### src/rtl/ex_cdb_arbiter_pkg.sv
// Shared types and defaults for the EX->IC common-data-bus transmitter.
// Holds the result packet layout and the round-robin pointer helper.
package ex_cdb_arbiter_pkg;

   localparam int NUM_CDB_FU     = 4;
   localparam int CDB_FIFO_DEPTH = 2;

   localparam int ROB_IDX_W  = 5;
   localparam int PHYS_TAG_W = 6;
   localparam int XLEN       = 32;

   typedef struct packed {
      logic                  valid;
      logic [ROB_IDX_W-1:0]  rob_idx;
      logic [PHYS_TAG_W-1:0] dest_tag;
      logic [XLEN-1:0]       result;
      logic [XLEN-1:0]       rs2_value;
      logic                  take_branch;
   } EX_IC_PACKET;

   // Next round-robin start point after granting slot g out of n slots.
   function automatic int rrNext(input int g, input int n);
      return (g == n - 1) ? 0 : g + 1;
   endfunction

endpackage

### src/rtl/ex_cdb_arbiter_fifo.sv
// Single-FU result FIFO: push/pop/flush with head, occupancy count and full flag.
// Pointers wrap naturally, so DEPTH must be a power of two.
module cdb_fu_fifo
   import ex_cdb_arbiter_pkg::*;
#(
   parameter int DEPTH = CDB_FIFO_DEPTH
)(
   input  logic                    clock,
   input  logic                    reset,
   input  logic                    flush_i,
   input  logic                    push_i,
   input  logic                    pop_i,
   input  EX_IC_PACKET             data_i,
   output EX_IC_PACKET             head_o,
   output logic [$clog2(DEPTH):0]  count_o,
   output logic                    full_o
);

   localparam int PTR_W = $clog2(DEPTH);
   localparam int CNT_W = PTR_W + 1;

   EX_IC_PACKET      mem_q [DEPTH];
   logic [PTR_W-1:0] wrPtr_q, wrPtr_d;
   logic [PTR_W-1:0] rdPtr_q, rdPtr_d;
   logic [CNT_W-1:0] count_q, count_d;
   logic             doPush, doPop;

   assign full_o  = (count_q == CNT_W'(DEPTH));
   assign count_o = count_q;
   assign head_o  = mem_q[rdPtr_q];
   assign doPush  = push_i && !full_o;
   assign doPop   = pop_i && (count_q != '0);

   always_comb begin
      wrPtr_d = wrPtr_q;
      rdPtr_d = rdPtr_q;
      count_d = count_q;
      if (doPush) begin
         wrPtr_d = wrPtr_q + 1'b1;
      end
      if (doPop) begin
         rdPtr_d = rdPtr_q + 1'b1;
      end
      case ({doPush, doPop})
         2'b10:   count_d = count_q + 1'b1;
         2'b01:   count_d = count_q - 1'b1;
         default: count_d = count_q;
      endcase
   end

   always_ff @(posedge clock) begin
      if (!reset || flush_i) begin
         wrPtr_q <= '0;
         rdPtr_q <= '0;
         count_q <= '0;
      end else begin
         wrPtr_q <= wrPtr_d;
         rdPtr_q <= rdPtr_d;
         count_q <= count_d;
      end
   end

   // Storage needs no clearing: occupancy alone decides what is live.
   always_ff @(posedge clock) begin
      if (reset && !flush_i && doPush) begin
         mem_q[wrPtr_q] <= data_i;
      end
   end

endmodule

### src/rtl/ex_cdb_arbiter.sv
// EX->IC transmitter: per-FU result FIFOs, round-robin grant onto the single CDB,
// and the registered packet handed to the complete stage.
module ex_cdb_arbiter
   import ex_cdb_arbiter_pkg::*;
#(
   parameter int NUM_FU     = NUM_CDB_FU,
   parameter int FIFO_DEPTH = CDB_FIFO_DEPTH
)(
   input  logic              clock,
   input  logic              reset,
   input  logic              squash,
   input  logic [NUM_FU-1:0] fu_valid,
   input  EX_IC_PACKET       fu_packet [NUM_FU],
   output logic [NUM_FU-1:0] fu_ready,
   output EX_IC_PACKET       ex_ic_reg,
   output logic              busy
);

   localparam int PTR_W = (NUM_FU > 1) ? $clog2(NUM_FU) : 1;
   localparam int CNT_W = $clog2(FIFO_DEPTH) + 1;

   EX_IC_PACKET       fifoHead  [NUM_FU];
   logic [CNT_W-1:0]  fifoCount [NUM_FU];
   logic [NUM_FU-1:0] fifoFull, fifoPush, fifoPop, notEmpty;

   logic [PTR_W-1:0]  rrPtr_q, rrPtr_d;
   logic [PTR_W-1:0]  grantIdx, cand;
   logic              grantValid;
   EX_IC_PACKET       exIc_q, exIc_d;

   for (genvar i = 0; i < NUM_FU; i++) begin : gFifo
      assign fu_ready[i] = !fifoFull[i];
      assign fifoPush[i] = fu_valid[i] && fu_ready[i];
      assign fifoPop[i]  = grantValid && (grantIdx == PTR_W'(i));
      assign notEmpty[i] = (fifoCount[i] != '0);

      cdb_fu_fifo #(.DEPTH(FIFO_DEPTH)) uFifo (
         .clock   (clock),
         .reset   (reset),
         .flush_i (squash),
         .push_i  (fifoPush[i]),
         .pop_i   (fifoPop[i]),
         .data_i  (fu_packet[i]),
         .head_o  (fifoHead[i]),
         .count_o (fifoCount[i]),
         .full_o  (fifoFull[i])
      );
   end

   // First non-empty FIFO at or after rrPtr_q, wrapping, wins the bus.
   always_comb begin
      grantValid = 1'b0;
      grantIdx   = '0;
      cand       = '0;
      for (int k = 0; k < NUM_FU; k++) begin
         cand = PTR_W'((int'(rrPtr_q) + k) % NUM_FU);
         if (!grantValid && notEmpty[cand]) begin
            grantValid = 1'b1;
            grantIdx   = cand;
         end
      end
   end

   always_comb begin
      rrPtr_d = rrPtr_q;
      exIc_d  = '0;
      if (grantValid) begin
         rrPtr_d      = PTR_W'(rrNext(int'(grantIdx), NUM_FU));
         exIc_d       = fifoHead[grantIdx];
         exIc_d.valid = 1'b1;
      end
   end

   always_ff @(posedge clock) begin
      if (!reset || squash) begin
         rrPtr_q <= '0;
         exIc_q  <= '0;
      end else begin
         rrPtr_q <= rrPtr_d;
         exIc_q  <= exIc_d;
      end
   end

   assign ex_ic_reg = exIc_q;
   assign busy      = (|notEmpty) || exIc_q.valid;

endmodule
### config.mk
export PLATFORM = sky130hd
export DESIGN_NAME = ex_cdb_arbiter
export DESIGN_NICKNAME = d
export VERILOG_FILES = /design/src/rtl/ex_cdb_arbiter_pkg.sv /design/src/rtl/ex_cdb_arbiter_fifo.sv /design/src/rtl/ex_cdb_arbiter.sv
export SDC_FILE = /design/constraint.sdc
export NUM_CORES = 1
export LEC_CHECK = 0
export BUFFER_PORTS_ARGS = -buffer_cell sky130_fd_sc_hd__buf_2
export CORE_MARGIN = 4
export CORE_UTILIZATION = 57
export CTS_CLUSTER_DIAMETER = 200
export DETAILED_ROUTE_END_ITERATION = 8
export GPL_ROUTABILITY_DRIVEN = 0
export PLACE_DENSITY = 0.89
export SKIP_LAST_GASP = 1
export SLEW_MARGIN = 25
export SYNTH_ARGS = -nofsm -noshare
export SYNTH_HDL_FRONTEND = slang
export SYNTH_SLANG_ARGS = --single-unit
export TNS_END_PERCENT = 30
### constraint.sdc
create_clock -name clock -period 8.4 [get_ports clock]
set_input_delay 0.84 -clock clock [delete_from_list [all_inputs] [get_ports clock]]
set_output_delay 0.84 -clock clock [all_outputs]
set_load 0.02 [all_outputs]
==> PnR_summary.wiki, run 1 <==
{| class="wikitable"
! Metric !! Value
|-
| Run status || completed
|-
| Least-Margin Pin Slew || 1.010 ns
|-
| Number of buffers inserted to repair setup after CTS || 0
|-
| Number of antenna violations at the first check in global routing || 40
|-
| Clock tree from TritonCTS || built
|-
| Detailed-route via count || 16250
|-
| Peak per-stage delay on the critical path || 0.64 ns
|-
| Iteration-0 DRC Markers || about 1600
|-
| Final #Nets || 2377
|-
| Total power || 7.478 mW
|-
| Share of total power in the clock network || 39.6%
|-
| Pleak || roughly 11 nW
|-
| Adder-Cell Fraction of Synth Area || less than 1%
|-
| Critical path, cell by cell || inv_1 -> a21oi_1 -> o21a_1 -> or2_4 -> clkinv_2 -> buf_4 -> ha_1 -> and2_1 -> ha_1 -> or3_1 -> a21oi_1
|-
| Highest clock rate || between 0.2 and 0.25 GHz
|-
| Area fraction in and, or, nand and nor cells after synthesis || about 4.2%
|-
| Syn Inst Count || 1675
|-
| Via density per instance || 5.927
|-
| Sum Neg Setup Slack || 0 ns
|-
| Wire length of the first global-routing pass || 100100 microns
|-
| Die Footprint || 0.05076 sq mm
|-
| X dimension of the die || 225.3 microns
|-
| Peak ir drop on the vdd network || about 0.0002 V
|-
| CP startpoint kind || flop
|-
| Setup repair after global routing missed its margin || false
|-
| Yosys warns || 0
|-
| Sw power || around 1.7 mW
|-
| Fraction of layout cells with a size suffix above 1 || between 30% and 40%
|-
| Areal power density over the cells || 236.7 mW/mm^2
|-
| Wire per inst || about 25 microns
|-
| Highest-delay cell along the critical path || dfxtp_1
|-
| Xor and xnor area share after synthesis || less than 1%
|-
| Die H || 225.3 microns
|-
| Antenna-violating nets left || 0
|-
| Total grt overflow || 0
|-
| Largest net degree at the start of global routing || 86
|-
| Relative contribution of sequential cells to total power || 52.6%
|-
| Std cell rows || 79
|-
| Sequential element share of the synthesized area || 75.21%
|-
| Max Slew Vio Count || 0
|-
| DRC viols || 0
|-
| FFs w/ async S/R, synth || 0%
|-
| Switch share || 22.41%
|-
| Placeable core area || 0.04665 sq mm
|-
| Main synth FF type || edfxtp_1
|-
| Number of buffers inserted for hold repair after clock tree synthesis || 0
|-
| Max-cap check violation count || 0
|-
| Count of pins on the block boundary || 397
|-
| Start-to-end type of the worst setup path || reg2reg
|-
| Overall routed net length || 68390 microns
|-
| Count of final hold-check violations || 0
|-
| Share of synthesized area spent on multiplexers || 11.87%
|-
| Setup slack of the worst register-to-register path || 4.40 ns
|-
| Part of the cycle the worst path needs || 47.68%
|-
| Number of enable flip-flop cells after synthesis || 608
|-
| Yosys reg bits || 707
|-
| P&R area growth vs syn || 17.38%
|-
| Tmin final || 4.005 ns
|-
| Worst hold stages || 1
|-
| Worst Path Max Fanout || 41
|-
| Number of buffer cells added on primary ports || 392
|-
| Internal power || 5.802 mW
|-
| Worst skew pair latency || between 0.5 and 0.6 ns
|-
| Via count of the first global-routing pass || ~17000
|-
| Initial Util || between 50 and 60%
|-
| CTS sink count || approximately 710
|-
| Share of total power in combinational logic || 7.7%
|-
| Min-delay worst type || in2reg
|-
| Final Skew || 0.01939 ns
|-
| Critical path required time || 8.91 ns
|-
| Endpoint kind of the worst setup timing path || flop
|-
| Critical path data arrival time || ~4.5 ns
|-
| Net count of the mapped netlist || 1995
|-
| Count of different cell masters after synthesis || 46
|-
| Largest register FFs || around 610
|-
| Mapped cell area || 0.02691 sq mm
|-
| Final design utilization || 67.71%
|-
| GRT Resource Usage Total || 26.37%
|-
| Worst Reg2Reg Path Length in Cells || 11
|-
| Final setup violation count || 0
|-
| Number of CTS-inserted buffers || 69
|-
| Clock slew seen by the registers of the worst setup and hold paths || 0.06 ns
|-
| Post-CTS sizing || 0
|-
| Clock Tree Buf Depth || 3
|-
| Worst Hold Margin || 0.4347 ns
|-
| H-Tree Level Count || 3
|-
| Post-Synthesis Mean Instance Area || 16.07 sq um
|-
| Detailed placer's ending HPWL || between 40000 and 50000 microns
|-
| Number of optimization iterations in the first detailed-route pass || 6
|-
| Synth Area in Compound Gates || under 10%
|-
| Main combinational cell family by area after synthesis || multiplexers
|-
| Remaining max-slew budget at the tightest pin || 32.66%
|-
| Root buf cell || clkbuf_16
|}
==> metrics by stage <==
stage	std cells	setup slack [ns]	cell area, sq um
finish	2741	4.395	31590
global route	2736	4.201	31580
CTS	2715	4.531	31520
detailed placement	2593	4.563	29380
global placement	2592	4.761	29330
floorplan	1675	1.361	26910
==> Yosys cell counts (2+ instances only) <==
| library cell | number | area (sq um) |
|---|---|---|
| clkbuf_1 | 54 | 202.7 |
| o21ba_2 | 3 | 30.03 |
| buf_4 | 4 | 30.03 |
| o211ai_1 | 94 | 705.7 |
| or2_2 | 2 | 12.51 |
| mux2i_1 | 209 | 2092 |
| xnor2_1 | 11 | 96.34 |
| edfxtp_1 | 608 | 18260 |
| nor4_1 | 4 | 25.02 |
| nand2_1 | 99 | 371.6 |
| ha_1 | 5 | 62.56 |
| nor2_2 | 2 | 12.51 |
| nand2b_1 | 6 | 37.54 |
| or2_1 | 3 | 18.77 |
| a211oi_1 | 3 | 22.52 |
| buf_1 | 3 | 11.26 |
| o21ai_1 | 7 | 35.03 |
| o21a_1 | 3 | 22.52 |
| nor2_1 | 132 | 495.5 |
| mux2_2 | 98 | 1104 |
| nand3_1 | 4 | 20.02 |
| or3_1 | 4 | 25.02 |
| inv_2 | 2 | 7.510 |
| o211a_1 | 2 | 20.02 |
| nor3_1 | 11 | 55.05 |
| a21oi_1 | 82 | 410.4 |
| xor2_1 | 4 | 35.03 |
| dfxtp_1 | 99 | 1982 |
| o21ai_0 | 56 | 280.3 |
| buf_2 | 29 | 145.1 |
| inv_1 | 6 | 22.52 |
| buf_6 | 12 | 135.1 |
==> layer usage <==
layer	global-route usage (%)	part of all wire, %
met4	11.16	3.7
met2	45.51	51
met1	31.96	36
met5	0	0.28
met3	6.422	9.3
==> layout make-up <==
cell class                      count  area, sq um
Clock inverter                     21        188.9
Fill cell                        2993        15070
Antenna cell                       26        65.06
Tap cell                          607        759.5
Clock buffer                      101         1959
Inverter                            8        31.28
Timing Repair Buffer              413         2162
Sequential cell                   707        20250
Multi-Input combinational cell    858         6168
==> worst paths after layout <==
check	from	to
max	rrPtr_q[0]	gFifo[3].uFifo.count_o[1]
min	fu_packet[149]	gFifo[2].uFifo.mem_q[1][72]
max reg2reg	rrPtr_q[0]	gFifo[3].uFifo.count_o[1]
min reg2reg	gFifo[2].uFifo.rdPtr_q	flop
==> logic make-up after synthesis <==
group | Yosys count
flip-flops | 707
multiplexers | 307
AND/OR/NAND/NOR | 274
AO/OA/AOI/OAI | 257
buffers and inverters | 110
XOR/XNOR | 15
adder cells (fa/ha/maj) | 5
==> power groups by stage <==
stage	sequential, mW	combinational [mW]	clock (mW)
2_1_floorplan	4.03	0.314	0
3_3_place_gp	4.00	0.541	0
3_5_place_dp	4.01	0.569	0
4_1_cts	3.93	0.577	3.01
5_1_grt	3.94	0.622	3.16
6_report	3.93	0.578	2.96
==> cell usage in the layout (no fill, tap or decap), types with 6 or more instances in the layout <==
cell,instances
o211ai_1,94
clkbuf_1,23
xnor2_1,11
nor2_1,132
buf_4,14
edfxtp_1,608
inv_1,6
o21ai_0,56
buf_2,392
nand2_1,99
clkbuf_16,71
a21oi_1,82
dfxtp_1,95
diode_2,26
o21ai_1,7
clkbuf_8,7
mux2i_1,209
clkinv_2,12
nor3_2,9
buf_6,6
mux2_2,98
==> worst max-delay path, delay by kind of cell (launching register included) <==
| kind | cells | cell delay, ns |
|---|---|---|
| AO/OA/AOI/OAI | 3 | 0.53 |
| adder cells (fa/ha/maj) | 2 | 0.62 |
| flip-flops | 1 | 0.64 |
| AND/OR/NAND/NOR | 3 | 0.69 |
| buffers and inverters | 3 | 1.36 |
Note: power is estimated with default switching activity, not from simulation.
==> inputs of run 2 (changes only) <==
==> constraint.sdc (replaced) <==
create_clock -name clock -period 4.1 [get_ports clock]
set_input_delay 0.41 -clock clock [delete_from_list [all_inputs] [get_ports clock]]
set_output_delay 0.41 -clock clock [all_outputs]
set_load 0.02 [all_outputs]
==> PnR_summary.wiki, run 2 (synthesized netlist as in run 1, its figures left out) <==
{| class="wikitable"
! Metric !! Value
|-
| Final design utilization || 74.46% (+6.8 points)
|-
| Setup ws final || 0.9266 ns (-3.469 ns)
|-
| Relative contribution of sequential cells to total power || 50.8% (-1.8 points)
|-
| CTS sink count || 707 (unchanged)
|-
| Die Footprint || 0.05076 sq mm (unchanged)
|-
| DRC viols || 0 (unchanged)
|-
| Met2 usage || 55.51% (+10 points)
|-
| Share of total power in the clock network || 39.6% (about the same)
|-
| Part of the cycle the worst path needs || 77.40% (+30 points)
|-
| Number of CTS-inserted buffers || 70 (+1.4%)
|-
| H-Tree Level Count || 3 (unchanged)
|-
| CP startpoint kind || flop
|-
| Largest register FFs || 608 (unchanged)
|-
| Critical path data arrival time || 3.64 ns (-0.87 ns)
|-
| Setup repair after global routing missed its margin || false
|-
| Count of pins on the block boundary || 397 (unchanged)
|-
| Detailed-route via count || 18620 (+15%)
|-
| Worst skew pair latency || 0.63 ns (+0.04 ns)
|-
| Max-cap check violation count || 0 (unchanged)
|-
| Internal power || 12.03 mW (+110%)
|-
| Critical path required time || 4.57 ns (-4.34 ns)
|-
| Post-route cell area || 0.03474 sq mm (+10%)
|-
| Fin cells || 3039 (+11%)
|-
| Switch share || 24.22% (+1.8 points)
|-
| Detailed placer's ending HPWL || 41840 microns (+2.1%)
|-
| Largest net degree at the start of global routing || 78 (-9.3%)
|-
| X dimension of the die || 225.3 microns (unchanged)
|-
| Area occupied by multi-input gates || 0.006218 sq mm (+0.81%)
|-
| Worst slack after detailed placement || 1.135 ns (-3.428 ns)
|-
| Worst Reg2Reg Path Length in Cells || 8 (-3)
|-
| Busiest metal layer after global routing || met2
|-
| Antenna-violating nets left || 0 (unchanged)
|-
| Tmin final || 3.173 ns (-0.8314 ns)
|-
| Least-Margin Pin Slew || 1.037 ns (+0.02649 ns)
|-
| Via count of the first global-routing pass || 19970 (+19%)
|-
| Number of buffers inserted to repair setup after CTS || 0 (unchanged)
|-
| Placeable core area || 0.04665 sq mm (unchanged)
|-
| Clock tree from TritonCTS || built
|-
| Total grt overflow || 0 (unchanged)
|-
| P&R area growth vs syn || 29.09%
|-
| Instance area at placement || 0.02952 sq mm (+0.50%)
|-
| Number of antenna violations at the first check in global routing || 8 (-80%)
|-
| Share of total power in combinational logic || 9.5% (+1.8 points)
|-
| Remaining max-slew budget at the tightest pin || 30.89% (-1.8 points)
|-
| Fraction of layout cells with a size suffix above 1 || 26.91% (-3.2 points)
|-
| Total power || 15.87 mW (+110%)
|-
| Start-to-end type of the worst setup path || reg2reg
|-
| Pleak || 12.32 nW (+12%)
|-
| Final setup violation count || 0 (unchanged)
|-
| Clock Tree Buf Depth || 3 (unchanged)
|-
| Iteration-0 DRC Markers || 2598 (+67%)
|-
| Post-CTS sizing || 0 (unchanged)
|-
| GR Layer Usage met1 || 38.01% (+6.0 points)
|-
| Overall routed net length || 83280 microns (+22%)
|-
| Min-delay worst type || in2reg
|-
| Wire per inst || 27.40 microns (+9.8%)
|-
| Number of buffers inserted for hold repair after clock tree synthesis || 300 (+300)
|-
| Clock slew seen by the registers of the worst setup and hold paths || 0.06 ns (about the same)
|-
| Final #Nets || 2686 (+13%)
|-
| Max Slew Vio Count || 0 (unchanged)
|-
| Final Skew || 0.03749 ns (+0.01809 ns)
|-
| Sequential cell area || 0.02025 sq mm (unchanged)
|-
| Sw power || 3.845 mW (+130%)
|-
| Die H || 225.3 microns (unchanged)
|-
| Filler cells || 2462 (-18%)
|-
| Initial Util || 57.68% (unchanged)
|-
| Highest clock rate || 0.3151 GHz (+26%)
|-
| Number of optimization iterations in the first detailed-route pass || 5 (-1)
|-
| Via density per instance || 6.126 (+3.4%)
|-
| Placed Cells incl. Taps || 2600 (+0.27%)
|-
| GRT Resource Usage Total || 32.12% (+5.7 points)
|-
| Root buf cell || clkbuf_16
|-
| Commonest non-fill, non-tap cell in the layout || edfxtp_1
|-
| Std cell rows || 79 (unchanged)
|-
| Worst hold stages || 1 (unchanged)
|-
| Areal power density over the cells || 457.0 mW/mm^2 (+93%)
|-
| Global Route met3 Usage || 6.982% (+0.56 points)
|-
| Commonest cells after routing, fill and taps aside || edfxtp_1, buf_2, dlygate4sd3_1
|-
| Number of buffer cells added on primary ports || 392 (unchanged)
|-
| Wire length of the first global-routing pass || 121800 microns (+22%)
|-
| Endpoint kind of the worst setup timing path || flop
|-
| Run status || completed
|-
| Peak ir drop on the vdd network || 0.0005672 V (+190%)
|-
| Worst Path Max Fanout || 58 (+41%)
|-
| Count of final hold-check violations || 0 (unchanged)
|}
[run 2: final cells by class]
class / instances / share of cell area [%]
antenna: 9 / 0.06483
clock buffer: 95 / 5.547
clock inverter: 34 / 0.7203
inverter: 8 / 0.09004
multi-input combinational: 858 / 17.90
sequential: 707 / 58.30
tap: 607 / 2.186
timing repair buffer: 721 / 15.19
[run 2: through the flow]
stage          hold slack [ns]  TNS [ns]
2_1_floorplan           0.4808   -125.89
3_3_place_gp            0.4946         0
3_5_place_dp            0.5097         0
4_1_cts               0.001314         0
5_1_grt               0.007256         0
6_report               0.02970         0
[run 2: final timing paths]
| path | to | slack (ns) | start |
|---|---|---|---|
| hold reg to reg | gFifo[1].uFifo.rdPtr_q | 0.52 | gFifo[1].uFifo.rdPtr_q |
| setup / recovery | ex_ic_reg[6] | 0.93 | gFifo[2].uFifo.count_o[0] |
| hold / removal | gFifo[3].uFifo.mem_q[1][65] | 0.03 | fu_packet[65] |
| setup reg to reg | ex_ic_reg[6] | 0.93 | gFifo[2].uFifo.count_o[0] |
[run 2: power groups by stage]
| stage | Combinational, mW | Sequential, mW | Clock, mW |
|---|---|---|---|
| final | 1.52 | 8.07 | 6.29 |
| after global routing | 1.59 | 8.08 | 6.61 |
| after CTS | 1.43 | 8.06 | 6.19 |
| after detailed placement | 1.17 | 8.21 | 0 |
| after global placement | 1.11 | 8.20 | 0 |
| after floorplan | 0.646 | 8.26 | 0 |
[run 2: routing by layer]
layer | vias to the layer above | routed length, microns
li1 | 7756 | -
met1 | 9032 | 27930
met2 | 1493 | 42030
met3 | 335 | 8790
met4 | 0 | 4524
met5 | - | 0
[run 2: critical path: stages, from the launching register on]
cell,delay (ns)
dfxtp_1,0.47
nor2_2,0.14
a211oi_1,0.31
or3_4,0.31
buf_4,0.53
buf_4,0.64
nor2_1,0.16
o21ai_0,0.27
a21oi_1,0.12
